--- src/rtl/dcache_pkg.sv ---
// Geometry constants and state encoding shared by the direct-mapped data cache controller.
package dcache_pkg;

    localparam int ADDR_W = 64;
    localparam int DATA_W = 64;
    localparam int TAG_W  = 55;
    localparam int IDX_W  = 6;
    localparam int OFF_W  = 3;
    localparam int LINES  = 64;
    localparam int CNT_W  = 32;

    typedef enum logic [2:0] {
        FLUSH,
        IDLE,
        LOOKUP,
        MISS_REQ,
        MISS_WAIT
    } dcache_state_t;

    function automatic logic [IDX_W-1:0] addr_index(input logic [ADDR_W-1:0] addr);
        return addr[OFF_W +: IDX_W];
    endfunction

    function automatic logic [TAG_W-1:0] addr_tag(input logic [ADDR_W-1:0] addr);
        return addr[ADDR_W-1 -: TAG_W];
    endfunction

endpackage

--- src/rtl/d_cache_perf_cnt.sv ---
// Saturating hit/miss event counters for the data cache controller.
module d_cache_perf_cnt
    import dcache_pkg::*;
(
    input  logic             clk,
    input  logic             rst,
    input  logic             hit_i,
    input  logic             miss_i,
    output logic [CNT_W-1:0] hit_cnt,
    output logic [CNT_W-1:0] miss_cnt
);

    logic [1:0] inc;

    assign inc = {miss_i, hit_i};

    generate
        for (genvar gi = 0; gi < 2; gi++) begin : g_cnt
            logic [CNT_W-1:0] cnt_reg;
            logic [CNT_W-1:0] cnt_next;

            // Hold at all-ones rather than wrapping back to zero.
            always_comb begin
                cnt_next = cnt_reg;
                if (inc[gi] && (cnt_reg != {CNT_W{1'b1}})) begin
                    cnt_next = cnt_reg + 1'b1;
                end
            end

            always_ff @(posedge clk) begin
                if (rst) begin
                    cnt_reg <= '0;
                end else begin
                    cnt_reg <= cnt_next;
                end
            end
        end
    endgenerate

    assign hit_cnt  = g_cnt[0].cnt_reg;
    assign miss_cnt = g_cnt[1].cnt_reg;

endmodule

--- src/rtl/d_cache_ctrl.sv ---
// Direct-mapped, read-only data cache controller with invalidate-all flush.
// Define DCACHE_PERF_CNT_EN to build the hit/miss performance counters.
module d_cache_ctrl
    import dcache_pkg::*;
(
    input  logic              clk,
    input  logic              rst,
    input  logic              cpu_req_valid,
    output logic              cpu_req_ready,
    input  logic [ADDR_W-1:0] cpu_req_addr,
    output logic              cpu_resp_valid,
    output logic [DATA_W-1:0] cpu_resp_data,
    output logic [IDX_W-1:0]  tag_addr_o,
    output logic [TAG_W:0]    tag_wdata_o,
    output logic              tag_wena_o,
    input  logic [TAG_W-1:0]  tag_data_i,
    input  logic              tag_valid_i,
    output logic [IDX_W-1:0]  data_addr_o,
    output logic [DATA_W-1:0] data_wdata_o,
    output logic              data_wena_o,
    input  logic [DATA_W-1:0] data_rdata_i,
    output logic              mem_req_valid,
    input  logic              mem_req_ready,
    output logic [ADDR_W-1:0] mem_req_addr,
    input  logic              mem_resp_valid,
    input  logic [DATA_W-1:0] mem_resp_data,
    input  logic              flush_i,
    output logic [CNT_W-1:0]  perf_hit_cnt,
    output logic [CNT_W-1:0]  perf_miss_cnt
);

    dcache_state_t    state_reg, state_next;
    logic [TAG_W-1:0] req_tag_reg, req_tag_next;
    logic [IDX_W-1:0] req_idx_reg, req_idx_next;
    logic [IDX_W-1:0] flush_idx_reg, flush_idx_next;
    logic             flush_pend_reg, flush_pend_next;
    logic             hit;
    logic             lookup_hit;
    logic             lookup_miss;
    logic             addr_unused;

    // Byte offset within the 8-byte word never affects the lookup.
    assign addr_unused = ^cpu_req_addr[OFF_W-1:0];

    assign hit = tag_valid_i && (tag_data_i == req_tag_reg);

    always_ff @(posedge clk) begin
        if (rst) begin
            state_reg      <= FLUSH;
            req_tag_reg    <= '0;
            req_idx_reg    <= '0;
            flush_idx_reg  <= '0;
            flush_pend_reg <= 1'b0;
        end else begin
            state_reg      <= state_next;
            req_tag_reg    <= req_tag_next;
            req_idx_reg    <= req_idx_next;
            flush_idx_reg  <= flush_idx_next;
            flush_pend_reg <= flush_pend_next;
        end
    end

    always_comb begin
        state_next      = state_reg;
        req_tag_next    = req_tag_reg;
        req_idx_next    = req_idx_reg;
        flush_idx_next  = flush_idx_reg;
        flush_pend_next = flush_pend_reg;
        cpu_req_ready   = 1'b0;
        cpu_resp_valid  = 1'b0;
        cpu_resp_data   = '0;
        tag_addr_o      = '0;
        tag_wdata_o     = '0;
        tag_wena_o      = 1'b0;
        data_addr_o     = '0;
        data_wdata_o    = '0;
        data_wena_o     = 1'b0;
        mem_req_valid   = 1'b0;
        mem_req_addr    = '0;
        lookup_hit      = 1'b0;
        lookup_miss     = 1'b0;

        // Outputs are forced quiet while reset is held; state reloads on the edge.
        if (!rst) begin
            if (flush_i && (state_reg != IDLE)) begin
                flush_pend_next = 1'b1;
            end

            case (state_reg)
                FLUSH: begin
                    tag_addr_o     = flush_idx_reg;
                    tag_wena_o     = 1'b1;
                    flush_idx_next = flush_idx_reg + 1'b1;
                    if (flush_idx_reg == IDX_W'(LINES - 1)) begin
                        state_next = IDLE;
                    end
                end

                IDLE: begin
                    tag_addr_o  = addr_index(cpu_req_addr);
                    data_addr_o = addr_index(cpu_req_addr);
                    if (flush_i || flush_pend_reg) begin
                        state_next      = FLUSH;
                        flush_pend_next = 1'b0;
                        flush_idx_next  = '0;
                    end else begin
                        cpu_req_ready = 1'b1;
                        if (cpu_req_valid) begin
                            req_tag_next = addr_tag(cpu_req_addr);
                            req_idx_next = addr_index(cpu_req_addr);
                            state_next   = LOOKUP;
                        end
                    end
                end

                LOOKUP: begin
                    tag_addr_o  = req_idx_reg;
                    data_addr_o = req_idx_reg;
                    if (hit) begin
                        cpu_resp_valid = 1'b1;
                        cpu_resp_data  = data_rdata_i;
                        lookup_hit     = 1'b1;
                        state_next     = IDLE;
                    end else begin
                        lookup_miss = 1'b1;
                        state_next  = MISS_REQ;
                    end
                end

                MISS_REQ: begin
                    tag_addr_o    = req_idx_reg;
                    data_addr_o   = req_idx_reg;
                    mem_req_valid = 1'b1;
                    mem_req_addr  = {req_tag_reg, req_idx_reg, {OFF_W{1'b0}}};
                    if (mem_req_ready) begin
                        state_next = MISS_WAIT;
                    end
                end

                MISS_WAIT: begin
                    tag_addr_o  = req_idx_reg;
                    data_addr_o = req_idx_reg;
                    // The refill beat is written and forwarded to the CPU in the same cycle.
                    if (mem_resp_valid) begin
                        tag_wena_o     = 1'b1;
                        tag_wdata_o    = {1'b1, req_tag_reg};
                        data_wena_o    = 1'b1;
                        data_wdata_o   = mem_resp_data;
                        cpu_resp_valid = 1'b1;
                        cpu_resp_data  = mem_resp_data;
                        state_next     = IDLE;
                    end
                end

                default: begin
                    state_next = FLUSH;
                end
            endcase
        end
    end

`ifdef DCACHE_PERF_CNT_EN
    d_cache_perf_cnt u_perf_cnt (
        .clk      (clk),
        .rst      (rst),
        .hit_i    (lookup_hit),
        .miss_i   (lookup_miss),
        .hit_cnt  (perf_hit_cnt),
        .miss_cnt (perf_miss_cnt)
    );
`else
    logic perf_unused;

    assign perf_unused   = lookup_hit ^ lookup_miss;
    assign perf_hit_cnt  = '0;
    assign perf_miss_cnt = '0;
`endif

endmodule
--- config.mk ---
export PLATFORM = sky130hd
export DESIGN_NAME = d_cache_ctrl
export DESIGN_NICKNAME = d
export VERILOG_FILES = /design/src/rtl/dcache_pkg.sv /design/src/rtl/d_cache_perf_cnt.sv /design/src/rtl/d_cache_ctrl.sv
export SDC_FILE = /design/constraint.sdc
export NUM_CORES = 1
export LEC_CHECK = 0
export ABC_AREA = 0
export ABC_CLOCK_PERIOD_IN_PS = 2880
export BUFFER_PORTS_ARGS = -buffer_cell sky130_fd_sc_hd__buf_2
export CORE_AREA = 2 2 224 226
export CTS_CLUSTER_DIAMETER = 150
export DETAILED_ROUTE_END_ITERATION = 16
export DIE_AREA = 0 0 226 228
export GPL_TIMING_DRIVEN = 1
export PLACE_DENSITY = 0.39
export SKIP_LAST_GASP = 1
export SLEW_MARGIN = 20
export SYNTH_ARGS = -nofsm -noshare
export SYNTH_HDL_FRONTEND = slang
export SYNTH_SLANG_ARGS = --single-unit
--- constraint.sdc ---
create_clock -name clk -period 2.88 [get_ports clk]
set_input_delay 0.144 -clock clk [delete_from_list [all_inputs] [get_ports clk]]
set_output_delay 0.144 -clock clk [all_outputs]
set_load 0.01 [all_outputs]
==> impl_metrics.py, run 1 <==
metrics = {
    "sta": {
        "fin_crit_sh_pct": 98.2,
        "tightest_slew_ns": 0.809,
        "finalSetupViolations": 0,
        "fmax_mhz": 353,
        "slew_headroom_pct": 45.5,
        "final_hold_viol_count": 0,
        "rsz0062_at_grt": "true",
        "drv_slew": 0,
        "finClkSkew_ns": 0.00741,
        "final.min_clock_period_ns": 2.83,
    },
    "drt": {
        "via_per_inst": 3.92,
        "post-route-drc-count": 0,
        "drt-total-wl_mm": 38.6,
        "drtIter0Drc": 251,
        "vias": 8588,
        "dr.pass1.iters": 5,
        "final_antenna_net_count": 0,
        "post_drt_wl_per_cell_um": 17.6,
    },
    "power_and_ir_drop": {
        "power.net_switching_mw": 0.807,
        "p_seq_share_pct": 36.3,
        "p_clk_share_pct": 44.4,
        "irDropWorstVdd_mv": 0.282,
        "pwr_density_cell_nw_per_um2": 241,
        "swShare_pct": 28.3,
        "power_leakage_nw": 5.87,
        "combPwrFrac_pct": 19.3,
        "p_int_mw": 2.04,
        "fin_total_pwr_mw": 2.85,
    },
    "placement": {
        "place.gp.congestion": 0.824,
        "portBuffers": 512,
        "place_area_sq_um": 10100,
        "dpl.hpwl_mm": 30.3,
    },
    "global_route": {
        "antenna_found_initial": 8,
        "grt_usage_pct": 14.0,
        "grt_pass1_vias": 8400,
        "grt_overflow": 0,
        "grt_pass1_wl_mm": 53.5,
        "grt_max_degree": 63,
    },
    "logic_synthesis": {
        "synthCells": 974,
        "ys_ff_latch": 71,
        "ys_async_sr_fraction_pct": 0,
        "netlist_area_sq_um": 6830,
        "yosysSeqAreaShare_pct": 20.8,
        "synth_ff_type": "dfxtp_1",
        "synth_warnings": 0,
        "yosys.cell_types.count": 48,
        "synth_edf_count": 0,
        "syn_avg_cell_area_sq_um": 7.01,
    },
    "clock_tree": {
        "cts_tree": "done",
        "clk_pin_slew_ns": 0.06,
        "cts_htree_levels": 3,
        "cts_buffers": 9,
        "clock-sinks": 71,
        "root_buffer": "clkbuf_16",
        "clk_latency_ns": 0.35,
        "clockBufferDepth": 2,
    },
    "floorplan": {
        "fp.dieArea_sq_um": 51500,
        "die-height_um": 228,
        "rows": 82,
        "core_sq_um": 49300,
        "die_w_um": 226,
        "initial_core_util_pct": 13.8,
        "io-pin-count": 583,
    },
    "critical_path": {
        "ff2ff_setup_slack_ns": 0.55,
        "critPathMaxFanout": 8,
        "cp.arrival_ns": 2.69,
        "startpoint_type": "flop",
        "endpoint_kind": "output pin",
        "critPathRequiredTime_ns": 2.74,
        "path_class": "reg2out",
    },
    "run": {
        "drv_cap": 0,
    },
    "hold_path": {
        "hold_class": "in2reg",
    },
    "finish": {
        "largest_reg_flops": 55,
        "layout-drive-gt1-share_pct": 47.6,
        "final_nets": 1767,
        "fin_util_pct": 23.9,
        "finalInstanceArea_sq_um": 11800,
        "synthToLayoutAreaGrowth_pct": 72.8,
    },
    "status": {
        "status": "finished clean",
    },
}
==> routing by layer <==
| layer | up-vias | part of all wire [%] | track usage, % |
|---|---|---|---|
| li1 | 4132 | - | - |
| met1 | 3974 | 37 | 14.8 |
| met2 | 409 | 52 | 25.9 |
| met3 | 69 | 6.8 | 3.17 |
| met4 | 4 | 4.0 | 6.66 |
| met5 | - | 0.070 | 0 |
==> worst max-delay path: stages (launching register included) <==
cell     delay (ns)
dfxtp_4        0.36
xnor2_2        0.16
nand4_1        0.29
nor4_4         0.41
buf_4          0.16
nand4_1        0.08
buf_6          0.17
buf_12         0.16
buf_16         0.16
o31ai_4        0.19
buf_2          0.18
==> stage by stage <==
step	std cells	TNS [ns]	hold slack, ns	worst slack [ns]
floorplan	1040	0	0.280	0.991
global placement	2125	-3.06	0.387	-0.126
detailed placement	2125	-2.39	0.390	-0.104
CTS	2177	-3.19	0.000295	-0.0993
global route	2190	-2.24	0.0147	-0.0916
finish	2190	0	0.0354	0.0508
==> cell type report <==
| type | count | area (sq um) |
|---|---|---|
| Antenna cell | 1 | 2.50 |
| Clock buffer | 11 | 243 |
| Clock inverter | 5 | 81.3 |
| Fill cell | 5539 | 37600 |
| Inverter | 72 | 270 |
| Multi-Input combinational cell | 753 | 5180 |
| Sequential cell | 71 | 1440 |
| Tap cell | 672 | 841 |
| Timing Repair Buffer | 605 | 3740 |
==> path summary, 6_finish.rpt <==
| kind | start | cells past startpoint | end |
|---|---|---|---|
| min | cpu_req_addr[13] | 3 | req_tag_reg[4] |
| min reg2reg | req_tag_reg[36] | 2 | req_tag_reg[36] |
| max | req_tag_reg[16] | 10 | cpu_resp_data[25] |
| max reg2reg | req_tag_reg[16] | 9 | state_reg[1] |
==> power by group through the flow <==
stage                     sequential (mW)  combinational [mW]  clock, mW
after global placement               1.06               0.516          0
after CTS                            1.04               0.557       1.33
after detailed placement             1.06               0.519          0
after global routing                 1.04               0.607       1.35
final                                1.04               0.550       1.26
after floorplan                      1.04               0.308          0
==> kinds of logic after synthesis <==
group,after synthesis,share of synthesized area (%)
compound gates,168,19.0
xor+xnor,47,6.03
fa+ha+maj,1,0.183
buf+inv,216,17.4
flops,71,20.8
mux,5,0.733
other cells,1,0.0549
simple gates,465,35.7
==> synthesized netlist by cell type (all sizes together), types with 2 or more instances <==
cell	instances	area share (%)
nand2	202	11
and2	116	11
buf	103	11
a21oi	73	5.4
inv	72	4.0
dfxtp	71	21
nand3	66	7.7
o31ai	65	10
clkbuf	41	2.3
nor2	34	1.9
xnor2	34	4.4
nand4	13	1.2
xor2	13	1.7
nand2b	9	0.82
nor2b	8	0.73
a22oi	6	0.66
o22a	6	0.77
mux2i	5	0.73
nor4	5	0.46
nor3	4	0.29
and3	2	0.18
o2111ai	2	0.26
o21ai	2	0.15
o21bai	2	0.22
o221ai	2	0.26
==> timing repair <==
action                     4_1_cts  5_1_grt
hold buffers                    24        0
cloned                           3        3
pin swaps                       10       60
buffers inserted                 9        9
hold endpoints to repair        24        0
setup endpoints to repair       65       59
resized for setup               46       80
==> layout by cell type, fill, tap and decap left out, drive strengths merged, types with 2 or more instances in the layout <==
master,instances
nor2b,8
xor2,13
o21bai,2
o2111ai,2
o221ai,2
dfxtp,71
nand2b,9
xnor2,34
nor3,4
dlygate4sd3,24
bufinv,2
clkinv,2
and2,116
nand3,66
a21oi,73
nor2,34
a22oi,6
inv,72
o31ai,65
buf,578
mux2i,5
o21ai,2
clkbuf,14
o22a,6
and3,2
conb,67
nand2,202
nor4,5
nand4,13
Note: power is estimated with default switching activity, not from simulation.
==> inputs of run 2 (changes only) <==
CORE_AREA = 2 2 225 227   (was 2 2 224 226)
DIE_AREA = 0 0 227 229   (was 0 0 226 228)
PLACE_DENSITY = 0.38   (was 0.39)
==> run 2 against run 1 <==
Register-to-register slack worse by 0.13 ns. Hold slack worse by 0.013 ns. Worst setup slack worse by 0.0036 ns. Cell area down 4.4%. Sequential share of layout area up 0.53 points. Flip-flop and latch count unchanged. Sequential power about the same. First-iteration DRC count up 8.4%. Non-clock buffer count down 33. Combinational power down 3%. Highest routed layer unchanged.
==> impl_metrics.py, run 2 (synthesis gave the netlist of run 1 again) <==
metrics = {
    "status": {
        "status": "finished clean",
    },
    "run": {
        "drv_cap": 0,
    },
    "global_route": {
        "grt_pass1_vias": 8178,
        "antenna_found_initial": 10,
        "grt_pass1_wl_mm": 52.6,
        "grt_overflow": 0,
        "grt_usage_pct": 13.8,
        "grt_max_degree": 66,
    },
    "placement": {
        "dpl.hpwl_mm": 31.2,
        "portBuffers": 512,
        "pre_cts_ws_ns": 0.106,
        "place.gp.congestion": 0.784,
    },
    "critical_path": {
        "cp.arrival_ns": 2.69,
        "critPathRequiredTime_ns": 2.74,
        "endpoint_kind": "output pin",
        "worst_r2r_path_depth": 10,
        "critPathMaxFanout": 6,
        "path_class": "reg2out",
        "startpoint_type": "flop",
    },
    "drt": {
        "dr.pass1.iters": 4,
        "met3_length_mm": 2.88,
        "post-route-drc-count": 0,
        "top_layer": "met5",
        "met2WireLength_mm": 20.3,
        "via_per_inst": 3.91,
        "wl_met1_mm": 15.3,
        "vias": 8436,
        "post_drt_wl_per_cell_um": 18.5,
        "drtIter0Drc": 272,
        "drt-total-wl_mm": 39.9,
        "final_antenna_net_count": 0,
    },
    "floorplan": {
        "core_sq_um": 49700,
        "io-pin-count": 583,
        "initial_core_util_pct": 13.7,
        "die-height_um": 229,
        "die_w_um": 227,
        "fp.dieArea_sq_um": 52000,
        "rows": 82,
    },
    "finish": {
        "largest_reg_flops": 55,
        "synthToLayoutAreaGrowth_pct": 65.2,
        "layout_common_cells": "buf_2 (509), nand2_1 (201), and2_1 (116)",
        "layout-drive-gt1-share_pct": 47.7,
        "final_nets": 1735,
        "layout_commonest_cell": "buf_2",
    },
    "clock_tree": {
        "cts_buffers": 9,
        "clock-sinks": 71,
        "clk_latency_ns": 0.35,
        "clockBufferDepth": 2,
        "cts_tree": "done",
        "root_buffer": "clkbuf_16",
        "cts_htree_levels": 3,
        "clk_pin_slew_ns": 0.06,
    },
    "power_and_ir_drop": {
        "pwr_density_cell_nw_per_um2": 246,
        "fin_total_pwr_mw": 2.78,
        "irDropWorstVdd_mv": 0.247,
        "power_leakage_nw": 5.69,
    },
    "sta": {
        "finalSetupViolations": 0,
        "tightest_slew_ns": 0.696,
        "fin_crit_sh_pct": 98.4,
        "tns_ns": 0,
        "drv_slew": 0,
        "final.min_clock_period_ns": 2.83,
        "slew_headroom_pct": 53.1,
        "rsz0062_at_grt": "true",
        "final_hold_viol_count": 0,
        "fmax_mhz": 353,
        "holdWs_ns": 0.0225,
        "finClkSkew_ns": 0.00702,
        "setup_ws_ns": 0.0473,
    },
    "hold_path": {
        "hold_class": "in2reg",
        "holdPathStages": 3,
    },
}
run 2: cell count changes in the layout (fill, tap and decap cells not counted), moves of 5 or more:
cell           change
dlygate4sd3_1     -22
o31ai_4           -11
o31ai_2           +10
buf_6              -6
buf_12             -5
buf_8              +5
run 2: timing repair:
| action | 4_1_cts | 5_1_grt |
|---|---|---|
| hold buffers | 2 | 0 |
| cloned | 0 | 5 |
| pin swaps | 0 | 62 |
| resized for setup | 6 | 104 |
| endpoints found under the setup margin | 65 | 61 |
| setup buffers | 0 | 8 |
| endpoints found under the hold margin | 2 | 0 |
run 2: layout make-up:
type / instances / area, sq um
fill: 5661 / 38400
multi-input combinational: 754 / 5090
timing repair buffer: 572 / 3330
sequential: 71 / 1430
tap: 672 / 841
clock buffer: 14 / 274
inverter: 72 / 270
clock inverter: 2 / 37.5
antenna: 2 / 5.00
run 2: where the power goes:
part / switching [mW] / total, mW / internal [mW]
Clock: 0.460 / 1.20 / 0.743
Combinational: 0.294 / 0.534 / 0.241
Sequential: 0.0348 / 1.04 / 1.00
Total: 0.788 / 2.78 / 1.99
run 2: through the flow:
stage          instances  instance area [sq um]  utilization [%]
3_5_place_dp        2126                  10100             20.3
6_report            2159                  11300             22.7
4_1_cts             2144                  10400             21.0
3_3_place_gp        2126                  10100             20.3
2_1_floorplan       1040                   7080                -
5_1_grt             2157                  11300             22.7
run 2: critical path: stages, from the launching register on:
cell	delay (ns)
dfxtp_4	0.37
xnor2_4	0.15
nand4_1	0.29
nor4_4	0.41
buf_4	0.16
nand4_1	0.08
buf_6	0.17
buf_6	0.13
clkbuf_16	0.16
o31ai_1	0.23
buf_2	0.18
run 2: worst paths after layout:
check / to / start / slack [ns]
setup / recovery: cpu_resp_data[6] / req_tag_reg[16] / 0.05
hold / removal: req_tag_reg[12] / cpu_req_addr[21] / 0.02
setup reg to reg: state_reg[1] / req_tag_reg[16] / 0.42
hold reg to reg: req_tag_reg[12] / req_tag_reg[12] / 0.49
run 2: routing by layer:
metal | GRT usage [%] | up-vias
li1 | - | 4082
met1 | 14.8 | 3908
met2 | 25.9 | 391
met3 | 2.69 | 51
met4 | 5.80 | 4
met5 | 0 | -
